$ cat config.mk
export PLATFORM = sky130hd
export DESIGN_NAME = mult_div_unit_flat
export DESIGN_NICKNAME = d
export VERILOG_FILES = /design/src/rtl/mult_div_unit_pkg.sv /design/src/rtl/mult_div_unit_if.sv /design/src/rtl/mult_div_unit_div_core.sv /design/src/rtl/mult_div_unit.sv /design/src/flat_wrapper.sv
export SDC_FILE = /design/constraint.sdc
export NUM_CORES = 1
export LEC_CHECK = 0
export BUFFER_PORTS_ARGS = -buffer_cell sky130_fd_sc_hd__buf_4
export CORE_ASPECT_RATIO = 1.25
export CORE_MARGIN = 4
export CORE_UTILIZATION = 40
export CTS_BUF_LIST = sky130_fd_sc_hd__clkbuf_4
export CTS_CLUSTER_DIAMETER = 150
export DETAILED_ROUTE_END_ITERATION = 7
export SYNTH_ARGS = -nofsm -noshare
export SYNTH_HDL_FRONTEND = slang
export SYNTH_HIERARCHICAL = 1
export SYNTH_SLANG_ARGS = --single-unit
export TNS_END_PERCENT = 5
$ cat constraint.sdc
create_clock -name clk -period 6.32 [get_ports clk]
set_input_delay 0.316 -clock clk [delete_from_list [all_inputs] [get_ports clk]]
set_output_delay 0.316 -clock clk [all_outputs]
set_load 0.02 [all_outputs]
$ cat src/rtl/mult_div_unit_pkg.sv
// Shared definitions for the multiply/divide unit: FSM states and default sizing.
package mult_div_unit_pkg;

  localparam int DEF_WIDTH = 32;
  localparam int DEF_CNT_W = 6;

  typedef enum logic [1:0] {
    ST_IDLE   = 2'd0,
    ST_MULT   = 2'd1,
    ST_DIV    = 2'd2,
    ST_FINISH = 2'd3
  } state_t;

endpackage

$ cat src/rtl/mult_div_unit_if.sv
// Control-unit <-> mult/div unit signal bundle; master is the control unit.
interface mult_div_unit_if
  import mult_div_unit_pkg::*;
#(
  parameter int WIDTH = DEF_WIDTH
);
  logic             start_mult;
  logic             start_div;
  logic [WIDTH-1:0] a;
  logic [WIDTH-1:0] b;
  logic [WIDTH-1:0] hi;
  logic [WIDTH-1:0] lo;
  logic             busy;
  logic             done;
  logic             div_zero;

  modport master (
    output start_mult, start_div, a, b,
    input  hi, lo, busy, done, div_zero
  );

  modport slave (
    input  start_mult, start_div, a, b,
    output hi, lo, busy, done, div_zero
  );
endinterface

$ cat src/rtl/mult_div_unit_div_core.sv
// Unsigned restoring divider datapath: one quotient bit per enable pulse.
module restoring_div_core #(
  parameter int WIDTH = 32,
  parameter int CNT_W = 6
) (
  input  logic             clk,
  input  logic             reset,
  input  logic             load,
  input  logic             enable,
  input  logic [WIDTH-1:0] dividend,
  input  logic [WIDTH-1:0] divisor,
  output logic [WIDTH-1:0] quotient,
  output logic [WIDTH-1:0] remainder,
  output logic             last_step
);
  logic [WIDTH-1:0] dvsr;
  logic [WIDTH-1:0] quo;
  logic [WIDTH-1:0] rem;
  logic [WIDTH:0]   rem_sh;
  logic [WIDTH:0]   trial;
  logic [CNT_W-1:0] cnt;

  // rem < dvsr always holds, so the shifted remainder minus the divisor fits WIDTH+1 signed bits
  assign rem_sh    = {rem, quo[WIDTH-1]};
  assign trial     = rem_sh - {1'b0, dvsr};
  assign last_step = enable && (cnt == CNT_W'(WIDTH - 1));
  assign quotient  = quo;
  assign remainder = rem;

  always_ff @(posedge clk) begin
    if (reset) begin
      dvsr <= '0;
      quo  <= '0;
      rem  <= '0;
      cnt  <= '0;
    end else if (load) begin
      dvsr <= divisor;
      quo  <= dividend;
      rem  <= '0;
      cnt  <= '0;
    end else if (enable) begin
      if (!trial[WIDTH]) begin
        rem <= trial[WIDTH-1:0];
        quo <= {quo[WIDTH-2:0], 1'b1};
      end else begin
        rem <= rem_sh[WIDTH-1:0];
        quo <= {quo[WIDTH-2:0], 1'b0};
      end
      cnt <= cnt + 1'b1;
    end
  end
endmodule

$ cat src/rtl/mult_div_unit.sv
// Multicycle signed multiply (radix-2 Booth) / divide (restoring) unit with hi/lo result registers.
module mult_div_unit
  import mult_div_unit_pkg::*;
#(
  parameter int WIDTH = DEF_WIDTH,
  parameter int CNT_W = DEF_CNT_W
) (
  input logic            clk,
  input logic            reset,
  mult_div_unit_if.slave bus
);
  state_t state, state_nxt;

  logic [WIDTH:0]   acc;
  logic [WIDTH:0]   acc_sum;
  logic [WIDTH:0]   mcand_x;
  logic [WIDTH-1:0] mcand, mul;
  logic             q_m1;
  logic [CNT_W-1:0] cnt;
  logic [WIDTH-1:0] hi_q, lo_q;
  logic             done_q, div_zero_q;
  logic             is_div, a_neg, b_neg;
  logic [WIDTH-1:0] a_mag, b_mag, quo, rem, quo_fix, rem_fix;
  logic             div_load, div_last;

  // Magnitudes are unsigned, so -2^(W-1) maps cleanly onto 2^(W-1)
  assign a_mag    = bus.a[WIDTH-1] ? -bus.a : bus.a;
  assign b_mag    = bus.b[WIDTH-1] ? -bus.b : bus.b;
  assign div_load = (state == ST_IDLE) && !bus.start_mult && bus.start_div && (bus.b != '0);
  assign quo_fix  = (a_neg ^ b_neg) ? -quo : quo;
  assign rem_fix  = a_neg ? -rem : rem;

  restoring_div_core #(.WIDTH(WIDTH), .CNT_W(CNT_W)) u_div (
    .clk       (clk),
    .reset     (reset),
    .load      (div_load),
    .enable    (state == ST_DIV),
    .dividend  (a_mag),
    .divisor   (b_mag),
    .quotient  (quo),
    .remainder (rem),
    .last_step (div_last)
  );

  always_ff @(posedge clk) begin
    if (reset) state <= ST_IDLE;
    else       state <= state_nxt;
  end

  always_comb begin
    state_nxt = state;
    unique case (state)
      ST_IDLE: begin
        if (bus.start_mult)     state_nxt = ST_MULT;
        else if (bus.start_div) state_nxt = (bus.b != '0) ? ST_DIV : ST_FINISH;
      end
      ST_MULT:   if (cnt == CNT_W'(WIDTH - 1)) state_nxt = ST_FINISH;
      ST_DIV:    if (div_last) state_nxt = ST_FINISH;
      ST_FINISH: state_nxt = ST_IDLE;
      default:   state_nxt = ST_IDLE;
    endcase
  end

  // Accumulator carries one guard bit so subtracting -2^(W-1) cannot overflow
  assign mcand_x = {mcand[WIDTH-1], mcand};

  always_comb begin
    acc_sum = acc;
    unique case ({mul[0], q_m1})
      2'b01:   acc_sum = acc + mcand_x;
      2'b10:   acc_sum = acc - mcand_x;
      default: acc_sum = acc;
    endcase
  end

  always_ff @(posedge clk) begin
    if (reset) begin
      acc        <= '0;
      mcand      <= '0;
      mul        <= '0;
      q_m1       <= 1'b0;
      cnt        <= '0;
      hi_q       <= '0;
      lo_q       <= '0;
      done_q     <= 1'b0;
      div_zero_q <= 1'b0;
      is_div     <= 1'b0;
      a_neg      <= 1'b0;
      b_neg      <= 1'b0;
    end else begin
      done_q <= 1'b0;
      unique case (state)
        ST_IDLE: begin
          if (bus.start_mult) begin
            acc        <= '0;
            mcand      <= bus.a;
            mul        <= bus.b;
            q_m1       <= 1'b0;
            cnt        <= '0;
            is_div     <= 1'b0;
            div_zero_q <= 1'b0;
          end else if (bus.start_div) begin
            is_div     <= 1'b1;
            a_neg      <= bus.a[WIDTH-1];
            b_neg      <= bus.b[WIDTH-1];
            div_zero_q <= (bus.b == '0);
          end
        end
        ST_MULT: begin
          acc  <= {acc_sum[WIDTH], acc_sum[WIDTH:1]};
          mul  <= {acc_sum[0], mul[WIDTH-1:1]};
          q_m1 <= mul[0];
          cnt  <= cnt + 1'b1;
        end
        ST_FINISH: begin
          done_q <= 1'b1;
          cnt    <= '0;
          if (!div_zero_q) begin
            hi_q <= is_div ? rem_fix : acc[WIDTH-1:0];
            lo_q <= is_div ? quo_fix : mul;
          end
        end
        default: ;
      endcase
    end
  end

  assign bus.hi       = hi_q;
  assign bus.lo       = lo_q;
  assign bus.done     = done_q;
  assign bus.div_zero = div_zero_q;
  assign bus.busy     = (state == ST_MULT) || (state == ST_DIV);
endmodule

$ cat src/flat_wrapper.sv
// flat-port wrapper written by rule: the top's interface ports become plain ports
module mult_div_unit_flat import mult_div_unit_pkg::*;
#(
  parameter int WIDTH = DEF_WIDTH,
  parameter int CNT_W = DEF_CNT_W
)
  (clk, reset, bus_start_mult, bus_start_div, bus_a, bus_b, bus_hi, bus_lo, bus_busy, bus_done, bus_div_zero);
  mult_div_unit_if #(.WIDTH(WIDTH)) bus_i ();
  input logic clk;
  input logic reset;
  input wire logic [$bits(bus_i.start_mult)-1:0] bus_start_mult;
  input wire logic [$bits(bus_i.start_div)-1:0] bus_start_div;
  input wire logic [$bits(bus_i.a)-1:0] bus_a;
  input wire logic [$bits(bus_i.b)-1:0] bus_b;
  output wire logic [$bits(bus_i.hi)-1:0] bus_hi;
  output wire logic [$bits(bus_i.lo)-1:0] bus_lo;
  output wire logic [$bits(bus_i.busy)-1:0] bus_busy;
  output wire logic [$bits(bus_i.done)-1:0] bus_done;
  output wire logic [$bits(bus_i.div_zero)-1:0] bus_div_zero;
  assign bus_i.start_mult = bus_start_mult;
  assign bus_i.start_div = bus_start_div;
  assign bus_i.a = bus_a;
  assign bus_i.b = bus_b;
  assign bus_hi = bus_i.hi;
  assign bus_lo = bus_i.lo;
  assign bus_busy = bus_i.busy;
  assign bus_done = bus_i.done;
  assign bus_div_zero = bus_i.div_zero;
  mult_div_unit #(.WIDTH(WIDTH), .CNT_W(CNT_W)) u_core (.clk(clk), .reset(reset), .bus(bus_i));
endmodule
==> impl.org, run 1 <==
** Route
- Final Routed Wirelength :: roughly 59000 um
- Count of nets left with antenna violations after detail routing :: 0
- Number of optimization iterations in the first detailed-route pass :: 6
- DRC violation count after routing :: 0
- Mean routed wirelength per cell :: 19.1 um
- In the routed layout, each cell is associated on average with a via count of around 5.7.
- First DRT Iteration DRCs :: about 1.3k
- The final route contains 17.6k vias.

** Synth
- Most frequent cell after synthesis :: sky130_fd_sc_hd__nor2_1
- Yosys mapped a number of flops with a built-in enable equal to 0.
- The synthesized design spends more area on one cell type than any other, namely sky130_fd_sc_hd__dfxtp_1.
- Synthesis handed over a netlist of between 2k and 2.5k instances.
- The Yosys step of the flow raised 6 warnings.
- Sequential fraction of the synthesis area :: a little under a third
- Of the post-synthesis cell area, the dominant cell type holds a little under a third.
- In this run, synthesis produced a sequential element count of 276.
- After synthesis, the cell types taking the most area are sky130_fd_sc_hd__dfxtp_1 30%, sky130_fd_sc_hd__a21oi_1 7.2%, sky130_fd_sc_hd__mux2i_1 7.1%.
- Prevailing post-synth register cell :: sky130_fd_sc_hd__dfxtp_1
- Counting every net in the synthesized netlist gives 2478.
- Post-synthesis area per instance :: 7.82 um^2
- Share of flip-flops with an asynchronous set or reset after synthesis :: 0%
- Most frequent cells after synthesis :: 321 x sky130_fd_sc_hd__nor2_1, 276 x sky130_fd_sc_hd__dfxtp_1, 261 x sky130_fd_sc_hd__a21oi_1
- Summed instance area of the synthesized netlist :: 18200 um^2
- Synthesis instantiated 81 different standard cells from the library.

** Worst hold path
- The tightest min-delay check is of the input pin to flop type.

** STA
- In the finished design, the share of the clock period the worst path needs comes to 74.9%.
- Minimum period implied by the final worst setup slack :: 4.74 ns
- Final Skew :: between 0.05 and 0.06 ns
- The number of hold violations in the final report came to 0.
- Pin slew with the least headroom to its limit :: 1.20 ns
- In the final timing run, aggregate negative setup slack is 0 ns.
- Highest clock rate :: around 210 MHz
- Max-slew violation total from the final report :: 0
- Setup violations remaining at the end of the flow were counted as 0.
- Max-Slew Margin vs Limit :: around a fifth
- Unrepaired setup endpoints after global routing :: no

** Global route
- Global routing used approximately a quarter of the available tracks.
- The via count of the first global-routing pass is around 17k.
- Final global-route overflow total :: 0
- Maximum number of pins on one net before global-route repair :: approximately 110
- Initial antenna violation count :: 2
- First-pass GRT wire length :: ~92000 um

** Pwr
- Leakage component of the power :: 8.13 nW
- Overall power consumption :: 9.72 mW
- PD cells :: ~460 nW/um^2
- Across the VDD grid, the largest voltage drop is between 0.2 and 0.3 mV.

** Worst setup path
- Tracing the worst setup path back leads to its startpoint at u_core/mcand[2]$_SDFFE_PP0P_.
- Capture point of the worst reg-to-reg path :: u_core/acc[31]$_SDFFE_PP0P_
- Startpoint types :: flop
- The critical path goes through or3_1 > nor3b_1 > nand2_1 > nor4_1 > nor2_1 > xnor2_1 > ha_1 > o21a_1 > o22ai_1 > a21oi_1 > a21oi_1 > o311ai_0 > nor4_1 > a211o_1.
- For the worst flop-to-flop path, the logic depth is 14.
- Reg-to-reg slack, setup :: about 1.6 ns
- The worst setup path is captured at a flop.
- At the worst endpoint, the required time is 6.95 ns.
- The setup path with the least slack is of type flop to flop.
- Endpoint arrival time on the critical path :: between 5 and 6 ns
- CP max stage delay :: 0.74 ns
- The slowest stage of the critical path is the sky130_fd_sc_hd__o311ai_0 cell.
- Of all nets on the critical path, the largest fanout is 6.
- Following the worst setup path forward leads to its endpoint at u_core/acc[31]$_SDFFE_PP0P_.
- The startpoint identified for the worst register-to-register timing path is u_core/mcand[2]$_SDFFE_PP0P_.

** Floorplan
- FP Rows :: 87
- From left edge to right edge, the die measures approximately 200 um.
- The floorplan step defined a die boundary enclosing between 40000 and 50000 um^2.
- Standard cell core area :: approximately 45000 um^2
- Starting density of the core :: approximately two fifths
- Boundary Pins :: around 140
- The die is around 250 um tall.

** Cells and area
- Total number of nets in the final design :: approximately 2.6k
- Synthesis-to-layout area growth :: 15.7%
- Share of post-route cells with drive strength above 1 :: a little under an eighth

** CTS
- H-tree depth reported by CTS :: 3
- Clock transition at the registers of the reported paths :: roughly 0.070 ns
- Counting the buffers created by CTS gives 73.
- The root buffer cell chosen for the clock tree is sky130_fd_sc_hd__clkbuf_4.
- TritonCTS built the clock tree.
- Clock Latency Late Sink :: slightly below 0.8 ns
- The longest clock path from root to sink contains 3 buffers.
- Buffers added to address setup during post-CTS repair amount to 0.
- Clock Sinks :: 276

** Run status
- Run status :: finished clean

** Placement
- Detailed placer's ending HPWL :: approximately 44000 um
- The congestion estimate from routability-driven global placement came to roughly 0.94.
- In this run the tool buffered the top-level ports with about 130 buffer cells.

** Job
- MaxCap Viol Count :: 0
critical path: cells and delay by family (launching register included):
family	cells	cell delay, ns
AOI/OAI and AO/OA	6	1.78
xor gates and xnor gates	1	0.17
adders and majority gates	1	0.38
DFF	1	0.34
and+or+nand+nor	6	1.93
per-layer routing:
metal	global-route usage, %	wire, um
met1	28.3	24900
met2	41.0	29400
met3	3.82	3000
met4	8.93	1840
met5	0	0
placed cells by master, fill, tap and decap left out, drive strengths merged, types with 8 or more instances in the layout:
| master | count |
|---|---|
| inv | 83 |
| nor3b | 11 |
| and3 | 12 |
| clkbuf | 105 |
| o211ai | 8 |
| o21a | 13 |
| o21ai | 118 |
| dlygate4sd3 | 71 |
| nor4 | 14 |
| o41ai | 22 |
| ha | 76 |
| nor2b | 14 |
| a21oi | 264 |
| o31ai | 32 |
| or4 | 23 |
| dfxtp | 276 |
| nand3 | 23 |
| nor3 | 33 |
| mux2i | 129 |
| a31oi | 19 |
| or3 | 33 |
| nand3b | 9 |
| buf | 145 |
| a222oi | 8 |
| a21o | 34 |
| xnor2 | 138 |
| nand2 | 174 |
| and2 | 9 |
| nand4 | 13 |
| nor2 | 321 |
| nand2b | 20 |
| o22ai | 16 |
| a22oi | 21 |
| a211oi | 90 |
| or2 | 8 |
| clkinv | 13 |
| xor2 | 65 |
kinds of logic (layout without fill, tap and decap cells):
logic type / count (synthesis) / in the layout / synth area share, %
compound gates: 687 / 687 / 23.8
xor+xnor: 203 / 203 / 9.75
fa+ha+maj: 78 / 78 / 5.43
buf+inv: 228 / 418 / 4.91
flops: 276 / 276 / 30.3
mux: 131 / 131 / 7.20
other cells: 0 / 2 / 0
simple gates: 729 / 729 / 18.6
report_power, final:
part | switching, mW | internal [mW]
sequential | 0.431 | 2.02
clock | 0.762 | 0.760
combinational | 3.43 | 2.32
stage by stage:
| step | hold WS (ns) | instances | area (um^2) | setup WS [ns] | utilization [%] |
|---|---|---|---|---|---|
| finish | 0.132 | 3102 | 21100 | 1.58 | 46.8 |
| global route | 0.117 | 3102 | 21100 | 1.16 | 46.8 |
| CTS | 0.0561 | 3100 | 21100 | 1.63 | 46.8 |
| detailed placement | 0.452 | 2907 | 19500 | 1.69 | 43.3 |
| global placement | 0.448 | 2907 | 19500 | 1.75 | 43.3 |
| floorplan | 0.449 | 2332 | 18200 | 2.35 | - |
how the worst min path moves through the flow:
stage                                         from                             end  cells past startpoint
finish                                   bus_b[31]     u_core/mul[31]$_SDFFE_PP0P_                      3
global route                             bus_b[31]     u_core/mul[31]$_SDFFE_PP0P_                      3
CTS                                      bus_b[31]     u_core/mul[31]$_SDFFE_PP0P_                      3
detailed placement  u_core/bus.lo[23]$_SDFFE_PP0P_  u_core/bus.lo[23]$_SDFFE_PP0P_                      2
global placement    u_core/bus.lo[23]$_SDFFE_PP0P_  u_core/bus.lo[23]$_SDFFE_PP0P_                      2
floorplan               u_core/cnt[1]$_SDFFE_PP0P_      u_core/cnt[1]$_SDFFE_PP0P_                      2
area by class of cell:
cell class              instances  area (um^2)
clock buffers                 105          788
inverters                      80          300
flip-flops and latches        276         5530
well taps                     578          723
clock inverters                17         73.8
fillers                      4594        24000
multi-input cells            1828        11900
repair buffers                216         1800
diodes                          2         5.00
sequential cells by signal, indices dropped and copies added (netlist names), 2 cells and up:
signal	flops
u_core/acc	32
u_core/bus.hi	32
u_core/bus.lo	32
u_core/cnt	6
u_core/mcand	32
u_core/mul	32
u_core/state	2
u_core/u_div/cnt	6
u_core/u_div/dvsr	32
u_core/u_div/quotient	32
u_core/u_div/remainder	32
timing repair:
item	CTS	global route
resized for setup	0	0
endpoints found under the hold margin	139	0
hold buffers	71	0
No activity file was read; power rests on OpenSTA's default activity.
==> inputs of run 2 (changes only) <==
ABC_AREA = 1   (was default)
clock period = 3.9 ns   (was 6.32 ns; I/O delays follow)
==> run 2 against run 1 <==
Effect of this change: wire length grew 22%; critical path depth rose by 1; utilization decreased by 0.31 points; global-route usage increased by 1.6 points; largest power group unchanged; highest routed layer unchanged.
==> impl.org, run 2 <==
** Synth
- The post-synthesis net count is 3657 (was 2478).
- EDFF count, synth :: 0 (unchanged)
- Post-synthesis area per instance :: 5.99 um^2 (was 7.82 um^2)
- Prevailing post-synth register cell :: sky130_fd_sc_hd__dfxtp_1 (unchanged)
- The number of distinct library cells after synthesis was 53 (was 81).
- The sequential fraction of the synthesis area was 26.3% (was 30.3%).
- The synthesis warning total was 6 (unchanged).
- Number of instances in the synthesized netlist :: 3511 (was 2332)
- Leading area contributor after synthesis :: sky130_fd_sc_hd__dfxtp_1 (unchanged)
- The area share of the leading cell type in the synthesized netlist came to 26.3% (was 30.3%).
- Number of flip-flops and latches in the synthesized netlist :: 276 (unchanged)
- Most frequent cell after synthesis :: sky130_fd_sc_hd__nand2_1 (was sky130_fd_sc_hd__nor2_1)
- Main area contributors after synthesis :: sky130_fd_sc_hd__dfxtp_1 26%, sky130_fd_sc_hd__nand2_1 19%, sky130_fd_sc_hd__inv_1 9.5% (was sky130_fd_sc_hd__dfxtp_1 30%, sky130_fd_sc_hd__a21oi_1 7.2%, sky130_fd_sc_hd__mux2i_1 7.1%)
- Most frequent cells after synthesis: 1077 x sky130_fd_sc_hd__nand2_1, 531 x sky130_fd_sc_hd__inv_1, 315 x sky130_fd_sc_hd__nor2_1 (was 321 x sky130_fd_sc_hd__nor2_1, 276 x sky130_fd_sc_hd__dfxtp_1, 261 x sky130_fd_sc_hd__a21oi_1).
- Summed instance area of the synthesized netlist :: 21000 um^2 (was 18200 um^2)
- Share of flip-flops with an asynchronous set or reset after synthesis :: 0% (unchanged)

** Worst setup path
- The gate family responsible for the most delay along the worst path is simple AND/OR/NAND/NOR gates (unchanged).
- Buf+Inv Stages, Crit Path :: 1 (was 0)
- The delay of the slowest cell on the worst path was 0.53 ns (was 0.74 ns).
- The arrival time of data at the critical path endpoint is 3.99 ns (was 5.37 ns).
- Crit Path Class :: flop to flop (unchanged)
- Reg-to-reg slack, setup :: 0.54 ns (was 1.58 ns)
- The capturing element type of the critical path is a flop (unchanged).
- Capture point of the worst reg-to-reg path :: u_core/acc[25]$_SDFFE_PP0P_ (was u_core/acc[31]$_SDFFE_PP0P_)
- CP most frequent cell :: sky130_fd_sc_hd__nand2_1
- List of cells traversed by the critical path: ha_1 > inv_1 > o21ai_0 > xor2_1 > ha_1 > nand2_1 > nor2_1 > a21oi_1 > nor2_1 > nor2_1 > nand2_1 > nand2_1 > nand3_1 > nand2_1 > a21oi_1 (was or3_1 > nor3b_1 > nand2_1 > nor4_1 > nor2_1 > xnor2_1 > ha_1 > o21a_1 > o22ai_1 > a21oi_1 > a21oi_1 > o311ai_0 > nor4_1 > a211o_1).
- Required time worst endpoint :: 4.54 ns (was 6.95 ns)
- The cell count of the worst reg-to-reg path is 15 (was 14).
- The kind of launch point of the worst setup path was a flop (unchanged).
- Biggest fanout along the worst timing path :: 23 (was 6)
- The launch instance of the worst register-to-register path was u_core/mul[0]$_SDFFE_PP0P_ (was u_core/mcand[2]$_SDFFE_PP0P_).
- Slowest stage cell, crit path :: sky130_fd_sc_hd__inv_1 (was sky130_fd_sc_hd__o311ai_0)

** Route
- Vias per std cell :: 5.10 (was 5.66)
- The sum of met3 wire segment lengths after detailed routing came to 3310 um (was 3000 um).
- The number of design-rule violations left by the first detailed-router iteration came to 1511 (was 1294).
- The routed length on met1 is 30500 um (was 24900 um).
- The number of optimization iterations in the first detailed-route pass came to 5 (was 6).
- The wire length per cell was 16.4 um (was 19.1 um).
- The total detailed-routing wirelength is 72000 um (was 59200 um).
- DRC violation count after routing :: 0 (unchanged)
- The total met2 wirelength after detailed routing was 35400 um (was 29400 um).
- The top routing layer in use was met4 (unchanged).
- Number of vias in the routed layout :: 22.5k (was 17.6k)
- Count of nets left with antenna violations after detail routing :: 0 (unchanged)

** STA
- Highest clock rate :: 298 MHz (was 211 MHz)
- Setup TNS after final layout :: 0 ns (unchanged)
- The worst clock skew came to 0.0649 ns (was 0.0577 ns).
- Max-slew violation total from the final report :: 0 (unchanged)
- Max-Slew Margin vs Limit :: 39.2% (was 19.7%)
- Unrepaired setup endpoints after global routing: no (unchanged).
- The final worst setup slack came to 0.544 ns (was 1.58 ns).
- The portion of the clock cycle consumed by the worst path in the final layout came to 86.1% (was 74.9%).
- The final count of negative-setup-slack endpoints came to 0 (unchanged).
- The slew at the pin closest to its max-slew limit is 0.912 ns (was 1.20 ns).
- The number of hold violations in the final report came to 0 (unchanged).
- The shortest clock period the worst path allows after layout was 3.36 ns (was 4.74 ns).

** Cells and area
- Commonest non-fill, non-tap cell in the layout :: sky130_fd_sc_hd__nand2_1 (was sky130_fd_sc_hd__nor2_1)
- The share of layout cells above drive strength 1 is 10.2% (was 11.9%).
- The final net count was 3831 (was 2621).
- Synthesis-to-layout area growth :: 14.6% (was 15.7%)
- Area taken by flip-flops and latches :: 5530 um^2 (about the same)
- The area of the multi-input gates is 12800 um^2 (was 11900 um^2).
- Fraction of the core area covered by cells at the end of the flow :: 46.5% (was 46.8%)
- Commonest non-fill, non-tap cells in the layout :: 1077 x sky130_fd_sc_hd__nand2_1, 529 x sky130_fd_sc_hd__inv_1, 314 x sky130_fd_sc_hd__nor2_1, 308 x sky130_fd_sc_hd__a21oi_1, 275 x sky130_fd_sc_hd__dfxtp_1 (was 318 x sky130_fd_sc_hd__nor2_1, 275 x sky130_fd_sc_hd__dfxtp_1, 261 x sky130_fd_sc_hd__a21oi_1, 174 x sky130_fd_sc_hd__nand2_1, 144 x sky130_fd_sc_hd__buf_4)
- The final cell count without fillers is 4399 (was 3102).
- The number of filler instances in the final layout is 5552 (was 4594).

** Floorplan
- The I/O pin total is 135 (unchanged).
- The chip width came to 213 um (was 199 um).
- The total number of placement rows is 93 (was 87).
- The full die area was 56300 um^2 (was 49100 um^2).
- Starting density of the core :: 40.6% (was 40.5%)
- Vertical die dimension :: 264 um (was 247 um)
- The placeable core area was 51800 um^2 (was 45100 um^2).

** CTS
- Resized Gates After CTS :: 0 (unchanged)
- The maximum clock path buffer count is 3 (unchanged).
- Cell at the root of the clock tree :: sky130_fd_sc_hd__clkbuf_4 (unchanged)
- Clock Sinks :: 276 (unchanged)
- The setup fix buffers added after clock tree synthesis is 0 (unchanged).
- The worst-skew pair later-pin latency came to 0.84 ns (was 0.78 ns).
- Clock transition at the registers of the reported paths :: 0.07 ns (about the same)
- H-tree depth reported by CTS :: 3 (unchanged)
- Cts bufs inserted :: 77 (was 73)
- The clock tree from TritonCTS is done (unchanged).

** Placement
- Count of buffers from port buffering :: 134 (unchanged)
- Detailed placer's ending HPWL :: 55700 um (was 43600 um)
- Final GP Congestion :: 0.947 (was 0.937)
- The minimum setup slack after placement was 0.618 ns (was 1.69 ns).
- Number of cells after detailed placement :: 4201 (was 2907)

** Global route
- Vias in the first global route :: 21.1k (was 16.9k)
- Initial antenna violation count :: 1 (was 2)
- Total global routing track utilization :: 24.9% (was 23.3%)
- The pin count of the biggest net entering global routing came to 87 (was 106).
- Final global-route overflow total :: 0 (unchanged)
- First-pass GRT wire length :: 112000 um (was 92200 um)

** Run status
- Run status :: finished clean (unchanged)

** Worst hold path
- Origin of the worst min-delay path :: bus_b[0] (was bus_b[31])
- The path category of the worst min-delay check was input pin to flop (unchanged).
- Hold Path Depth :: 4 (was 3)
- Endpoint, Worst Hold :: u_core/u_div/dvsr[0]$_SDFFE_PP0P_ (was u_core/mul[31]$_SDFFE_PP0P_)

** Pwr
- Overall power consumption :: 15.2 mW (was 9.72 mW)
- PD cells :: 631 nW/um^2 (was 461 nW/um^2)
- The worst ir drop on vdd was 0.535 mV (was 0.256 mV).
- Leakage component of the power :: 11.6 nW (was 8.13 nW)

** Job
- MaxCap Viol Count :: 0 (unchanged)
-- run 2: cell count changes after synthesis, sizes merged, moves of 23 or more --
cell	before	now
nand2	174	1104
inv	80	539
nand3	23	183
mux2i	129	0
xnor2	138	30
a211oi	90	2
o21ai	118	206
a21oi	264	316
clkbuf	124	91
a21o	34	2
or3	33	1
xor2	65	96
o221ai	3	27
or4	23	0
-- run 2: worst reg2reg max path: cells and delay by family, from the launching register on --
family                   cells  cell delay [ns]
adder cells (fa/ha/maj)      2             0.57
XOR/XNOR                     1             0.35
AO/OA/AOI/OAI                3             0.54
AND/OR/NAND/NOR              8             0.81
flip-flops                   1             0.34
buffers and inverters        1             0.53
-- run 2: cell families (layout without fill, tap and decap cells) --
family	Yosys count	count (layout)	synth area share (%)
XOR/XNOR	126	126	5.25
other	0	1	0
AND/OR/NAND/NOR	1720	1720	34.4
flip-flops	276	276	26.3
adder cells (fa/ha/maj)	78	78	4.72
AO/OA/AOI/OAI	633	633	16.7
buffers and inverters	678	900	12.7
-- run 2: area by class of cell --
class	count	share of cell area (%)
Multi-Input combinational cell	2557	53.3
Sequential cell	276	22.9
Inverter	544	8.48
Timing Repair Buffer	229	7.87
Tap cell	665	3.46
Clock buffer	110	3.43
Clock inverter	17	0.540
Antenna cell	1	0.0104
-- run 2: report_power, final --
group / switching, mW / total (mW) / internal (mW)
sequential: 0.523 / 3.80 / 3.28
clock: 1.29 / 2.71 / 1.42
combinational: 5.97 / 8.67 / 2.71
total: 7.78 / 15.2 / 7.41
-- run 2: worst max-delay path by stage --
| stage | from | end | cells after the start |
|---|---|---|---|
| after floorplan | u_core/mcand[0]$_SDFFE_PP0P_ | u_core/acc[30]$_SDFFE_PP0P_ | 20 |
| after global placement | u_core/mul[0]$_SDFFE_PP0P_ | u_core/acc[14]$_SDFFE_PP0P_ | 14 |
| after detailed placement | u_core/q_m1$_SDFFE_PP0P_ | u_core/acc[30]$_SDFFE_PP0P_ | 18 |
| after CTS | u_core/mul[0]$_SDFFE_PP0P_ | u_core/acc[30]$_SDFFE_PP0P_ | 17 |
| after global routing | u_core/mul[0]$_SDFFE_PP0P_ | u_core/acc[25]$_SDFFE_PP0P_ | 15 |
| final | u_core/mul[0]$_SDFFE_PP0P_ | u_core/acc[25]$_SDFFE_PP0P_ | 15 |
-- run 2: per-layer routing --
layer | vias up | GRT usage (%)
met5 | - | 0
met1 | 10200 | 30.4
li1 | 11500 | -
met3 | 162 | 3.42
met2 | 603 | 43.5
met4 | 0 | 10.4
-- run 2: timing repair --
item / 4_1_cts / 5_1_grt
setup endpoints to repair: 0 / 0
hold buffers: 70 / 0
hold endpoints to repair: 158 / 0
-- run 2: through the flow --
| step | hold WS [ns] | instance area [um^2] |
|---|---|---|
| 6_report | 0.234 | 24100 |
| 5_1_grt | 0.226 | 24100 |
| 4_1_cts | 0.153 | 24100 |
| 3_5_place_dp | 0.457 | 22400 |
| 3_3_place_gp | 0.449 | 22400 |
| 2_1_floorplan | 0.264 | 21000 |
